## src/rtl/stencil_sol_drain.sv

```systemverilog
// stencil_sol_drain: captures one packed solution frame and streams it one element per beat.
// Ports: clk, rst (async, active-high); sol_in/sol_valid/sol_ready frame capture handshake;
// out_data/out_valid/out_ready/out_last/out_idx element stream; busy while a frame is held;
// frame_count counts fully drained frames (wrapping).
// Optional: define STENCIL_DRAIN_CHECKSUM_EN to append a checksum beat (sum of elements) to each frame.
module stencil_sol_drain #(
  parameter int DATA_W = 32,
  parameter int NUM_ELEMS = 16,
  parameter int CNT_W = 16,
  localparam int IDX_W = $clog2(NUM_ELEMS + 1)
) (
  input  logic                        clk,
  input  logic                        rst,
  input  logic [DATA_W*NUM_ELEMS-1:0] sol_in,
  input  logic                        sol_valid,
  output logic                        sol_ready,
  output logic [DATA_W-1:0]           out_data,
  output logic                        out_valid,
  input  logic                        out_ready,
  output logic                        out_last,
  output logic [IDX_W-1:0]            out_idx,
  output logic                        busy,
  output logic [CNT_W-1:0]            frame_count
);
`ifdef STENCIL_DRAIN_CHECKSUM_EN
  localparam int LAST = NUM_ELEMS;
`else
  localparam int LAST = NUM_ELEMS - 1;
`endif
  typedef enum logic {IDLE, STREAM} state_t;
  state_t state_q, state_d;
  logic [DATA_W*NUM_ELEMS-1:0] shadow_q, shadow_d;
  logic [IDX_W-1:0] idx_q, idx_d, sel;
  logic [CNT_W-1:0] cnt_q, cnt_d;
  logic [DATA_W-1:0] elem, beat;
  logic capture, xfer, last;
  assign capture = state_q == IDLE && sol_valid;
  assign xfer = state_q == STREAM && out_ready;
  assign last = idx_q == IDX_W'(LAST);
  assign elem = shadow_q[DATA_W*int'(sel) +: DATA_W];
`ifdef STENCIL_DRAIN_CHECKSUM_EN
  logic [DATA_W-1:0] csum_q, csum_d;
  logic is_csum;
  assign is_csum = idx_q == IDX_W'(NUM_ELEMS);
  // Keep the element select in range while the checksum beat is on the bus.
  assign sel = is_csum ? '0 : idx_q;
  assign beat = is_csum ? csum_q : elem;
  assign csum_d = capture ? '0 : (xfer && !is_csum) ? csum_q + elem : csum_q;
  always_ff @(posedge clk or posedge rst)
    if (rst) csum_q <= '0;
    else csum_q <= csum_d;
`else
  assign sel = idx_q;
  assign beat = elem;
`endif
  always_comb begin
    state_d = state_q;
    shadow_d = shadow_q;
    idx_d = idx_q;
    cnt_d = cnt_q;
    sol_ready = state_q == IDLE;
    busy = state_q == STREAM;
    out_valid = state_q == STREAM;
    out_last = state_q == STREAM && last;
    out_data = state_q == STREAM ? beat : '0;
    out_idx = idx_q;
    frame_count = cnt_q;
    if (capture) begin
      shadow_d = sol_in;
      idx_d = '0;
      state_d = STREAM;
    end else if (xfer) begin
      idx_d = last ? '0 : idx_q + IDX_W'(1);
      cnt_d = last ? cnt_q + CNT_W'(1) : cnt_q;
      state_d = last ? IDLE : STREAM;
    end
  end
  always_ff @(posedge clk or posedge rst)
    if (rst) begin
      state_q <= IDLE;
      shadow_q <= '0;
      idx_q <= '0;
      cnt_q <= '0;
    end else begin
      state_q <= state_d;
      shadow_q <= shadow_d;
      idx_q <= idx_d;
      cnt_q <= cnt_d;
    end
endmodule

```

## config.mk

```make
export PLATFORM = sky130hd
export DESIGN_NAME = stencil_sol_drain
export DESIGN_NICKNAME = d
export VERILOG_FILES = /design/src/rtl/stencil_sol_drain.sv
export SDC_FILE = /design/constraint.sdc
export NUM_CORES = 1
export LEC_CHECK = 0
export BUFFER_PORTS_ARGS = -buffer_cell sky130_fd_sc_hd__buf_4
export CAP_MARGIN = 20
export CORE_MARGIN = 4
export CORE_UTILIZATION = 40
export CTS_CLUSTER_SIZE = 16
export DETAILED_ROUTE_END_ITERATION = 10
export PLACE_DENSITY = 0.71
export SLEW_MARGIN = 10
export SYNTH_ARGS = -nofsm -noshare
export SYNTH_HDL_FRONTEND = slang
export SYNTH_SLANG_ARGS = --single-unit
```

## constraint.sdc

```tcl
create_clock -name clk -period 17.06 [get_ports clk]
set_clock_uncertainty 0.1 [all_clocks]
set_input_delay 0.853 -clock clk [delete_from_list [all_inputs] [get_ports clk]]
set_output_delay 0.853 -clock clk [all_outputs]
set_load 0.03 [all_outputs]
```

Word-level counts from Yosys, hierarchy flattened
Index checks and enable logic that the tools add are counted.
{"block": "classes", "bitwise": 2, "n_shift": 1, "eq_ne": 1, "muxes": 7, "n_addsub": 2, "n_reduce_logical": 5, "multipliers": 0, "magnitude_cmp": 0, "div_mod_pow": 0}
{"cell": "$shiftx 512x11->32", "n": 1}
{"cell": "$mux 32", "n": 1}
{"cell": "$add 16x1->16 const B", "n": 1}
{"cell": "$mux 5", "n": 3}
{"cell": "$add 5x1->5 const B", "n": 1}
{"cell": "$eq 5x4->1 const B", "n": 1}
{"cell": "$logic_and 1x1->1", "n": 3}
{"cell": "$mux 1", "n": 3}
{"cell": "$reduce_and 3->1", "n": 1}
{"cell": "$not 1->1", "n": 2}
{"cell": "$reduce_bool 2->1", "n": 1}
{"block": "word_totals", "latch_bits": 0, "reg_bits": 534, "in_bits": 516, "mem_count": 0, "rom_bits": 0, "out_inout_bits": 57, "word_cells": 22, "mem_bits_rw": 0}

Logic depth before layout (Yosys ltp)
{"block": "logic_depth", "ltp_word": 4, "depth_mapped": 8}

Worst setup path before layout
OpenSTA, ideal clock, no wires.
{"block": "synth_timing", "kind": "reg2out", "startpoint": "register idx_q[1], in the netlist out_idx[1]", "endpoint": "output port out_data[22]", "path_stages_with_launch": 9, "required_ns": 16.107, "arrival_ns": 2.219, "slack_ns": 13.888, "path_buffers": 4, "cell_sequence": "dfrtp_1 > buf_4 > buf_6 > and2_0 > clkbuf_1 > buf_2 > a22oi_1 > nand2_1 > o21ai_0"}
{"block": "synth_via", "elab_chain_len": 2}
{"item": "from (decl)", "line": "33", "text": "logic [IDX_W-1:0] idx_q, idx_d, sel;"}
{"item": "from (signal assigned)", "line": "87", "text": "idx_q <= idx_d;"}
{"item": "$shiftx 512x11->32", "line": "40", "text": "assign elem = shadow_q[DATA_W*int'(sel) +: DATA_W];"}
{"item": "$mux 32", "line": "65", "text": "out_data = state_q == STREAM ? beat : '0;"}
{"item": "to (decl)", "line": "17", "text": "output logic [DATA_W-1:0] out_data,"}
No other way between the ends.

Final worst setup path
{"block": "layout_timing", "startpoint": "register idx_q[0], in the netlist out_idx[0]", "endpoint": "output port out_data[0]"}
The elaborated chain is that of the path after synthesis.

==> qor.yml <==
avgRoutedWirePerCell_um: 23.3
grt_pass1_wl_um: 106000
synth_area_in_compound_gates_pct: 3.78
worst_hold_path_type: "input pin to async pin"
filler_cell_count: 5100
slew_viol_final: 0
edff_count_synth: 0
min_clock_period_post_route_ns: 5.23
placement.cell_area_um2: 29200
postSynthRegisterBits: 534
cp.required_ns: 16.11
slew_headroom_pct: 26.4
cellLeakagePower_nw: 14.3
postCtsResizedCells: 0
drt-pass1-iter-count: 4
drv.max_cap_violation_count: 0
synth.yosys.seq_area_share_pct: 55.0
routed-via-count: 16300
grt_pass1_vias: 17600
stdcell_count: 3062
finalPower_mw: 5.95
mux_contribution_to_synthesized_area_pct: 34.6
fin_worst_hold_slack_ns: 0.265
gr_overflow_total: 0
worst_skew_pair.late_latency_ns: 0.60
path_clk_slew_ns: 0.06
outcome: "finished clean"
drtIter0Drc: 927
worst-path-max-fanout: 56
vias_per_cell: 5.33
setup.worst_path.start_class: "flop"
drive_above_1_share_pct: 55.4
finalCritPeriodShare_pct: 30.7
cp_slowest_stage_delay_ns: 0.85
port-buffer-count: 572
synthToLayoutAreaGrowth_pct: 28.8
die_area_um2: 64800
post_synth.cell_area_avg_um2: 14.3
timing.critical_path.arrival_ns: 4.28
yosys.area_share.adder_pct: 0.103
synth_xor_area_share_pct: 0.576
hold_buffers: 0
commonest_non_fill_non_tap_cell_in_the_layout: "buf_4"
worst_slew_pin_slew_ns: 1.10
synth_simple_gate_area_share_pct: 3.29
path_common_cell: "buf_4"
post-route-drc-count: 0
power.ir.vdd_worst_v: 0.0000977
synth_cell_type_count: 37
cts_max_path_buffers: 3
cts_num_sinks: 534
worst_setup_path_type: "flop to output port"
cts-root-buf: "clkbuf_16"
setup_total_negative_slack_ns: 0
final_net_count: 2744
dp.cells: 2948
rsz0062_at_grt: "no"
gp_congestion: 0.845
synth.cell_area_um2: 24300
cell_with_the_largest_stage_delay_on_the_worst_path: "buf_4"
synth_top_family_by_area: "multiplexers"
grt_util_all_layers_pct: 21.3
tritoncts_clock_tree: "built"
drtAntennaViolNets: 0
power_per_cell_area_nw_per_um2: 190
boundary_pins: 573
floorplan.die.width_um: 255
placementRows: 90
synth_nets: 2218
postRouteWirelength_um: 71400
core_region_area_um2: 60200
start_util_pct: 40.4
grt_start_max_net_pins: 197
report.final.setup_viol: 0
max_clock_freq_mhz: 191
hold_viol: 0
final_design_area_no_fill_um2: 31300
die_h_um: 255
synth_async_sr_flop_share_pct: 100
ctsHtreeMaxLevel: 2
warnings_from_yosys: 0
most-common-layout-cells: "buf_4 (585), dfrtp_1 (531), mux2_2 (513)"
synthCells: 1700
critPathCaptureType: "output port"
post-cts-setup-buffers: 0
dp.final_hpwl_um: 50800
crit_chain: "buf_4 -> buf_4 -> mux2i_1 -> a22oi_1 -> nand2_1 -> o21ai_0 -> buf_4"
antenna_found_initial: 11
tritoncts.num_buffers: 58
ys_dominant_reg_cell: "dfrtp_1"
==> area by class of cell <==
class,count,area [um^2],area share (%)
timing repair buffer,589,4480,14.3
multi-input combinational,1035,10300,33.0
sequential,534,13400,42.7
inverter,8,37.5,0.120
clock buffer,78,1710,5.45
antenna,6,15.0,0.0479
tap,782,978,3.12
clock inverter,30,390,1.25
==> per-layer routing <==
metal | track usage, % | vias to the layer above | wire, um
met5 | 0 | - | 48
met4 | 6.77 | 6 | 2080
met3 | 5.80 | 138 | 5120
met2 | 34.7 | 495 | 34600
met1 | 28.0 | 8420 | 29600
li1 | - | 7270 | -
==> Yosys cell counts, drive strengths merged, types with 2 or more instances <==
| cell | number | area, um^2 |
|---|---|---|
| nor3 | 7 | 50.1 |
| nand2b | 33 | 209 |
| dfrtp | 534 | 13400 |
| nand4 | 3 | 18.8 |
| and2 | 2 | 13.8 |
| nor2 | 9 | 33.8 |
| mux2 | 513 | 5780 |
| xor2 | 8 | 70.1 |
| xnor2 | 8 | 70.1 |
| ha | 2 | 25.0 |
| buf | 92 | 505 |
| nand2 | 40 | 150 |
| a22oi | 96 | 721 |
| o21ai | 35 | 175 |
| and3 | 2 | 12.5 |
| clkbuf | 31 | 116 |
| nor2b | 4 | 25.0 |
| nand3 | 37 | 185 |
| nor4 | 2 | 42.5 |
| inv | 8 | 30.0 |
| and4 | 2 | 17.5 |
| mux4 | 32 | 721 |
| mux2i | 192 | 1920 |
==> power by group <==
group | leakage [nW] | internal (mW) | switching [mW]
Combinational | 6.78 | 1.15 | 1.20
Sequential | 6.51 | 1.87 | 0.373
Clock | 1.06 | 0.836 | 0.525
==> sequential cells by signal (all words and copies together) (netlist names) <==
signal and cells:
shadow_q 512, frame_count 16, out_idx 5, busy 1
==> worst paths after layout <==
kind / startpoint / endpoint / slack [ns] / cells after the start
max: out_idx[0]$_DFFE_PP0P_ / out_data[0] / 11.83 / 7
min: rst / shadow_q[25]$_DFFE_PP0P_ / 0.26 / 2
max reg2reg: busy$_DFFE_PP0P_ / shadow_q[225]$_DFFE_PP0P_ / 13.09 / 5
min reg2reg: frame_count[15]$_DFFE_PP0P_ / frame_count[15]$_DFFE_PP0P_ / 0.37 / 1
max in group asynchronous: rst / shadow_q[367]$_DFFE_PP0P_ / 14.29 / 4
min in group clk: frame_count[15]$_DFFE_PP0P_ / frame_count[15]$_DFFE_PP0P_ / 0.37 / 1
==> stage by stage <==
| step | setup slack (ns) | util (%) |
|---|---|---|
| 3_5_place_dp | 12.44 | 48.5 |
| 2_1_floorplan | 1.18 | - |
| 5_1_grt | 11.63 | 52.0 |
| 4_1_cts | 11.77 | 52.0 |
| 6_report | 11.83 | 52.0 |
| 3_3_place_gp | 12.51 | 48.4 |
==> logic make-up after synthesis <==
logic type	count (synthesis)
buffers and inverters	131
AO/OA/AOI/OAI	134
AND/OR/NAND/NOR	146
multiplexers	737
flip-flops	534
adder cells (fa/ha/maj)	2
XOR/XNOR	16
==> worst max-delay path: cells and delay by family, from the launching register on <==
| family | cells | cell delay [ns] |
|---|---|---|
| buffers and inverters | 3 | 1.79 |
| DFF | 1 | 0.67 |
| AOI/OAI and AO/OA | 2 | 0.63 |
| and+or+nand+nor | 1 | 0.25 |
| muxes | 1 | 0.19 |
Power figures use the tool's default switching activity.
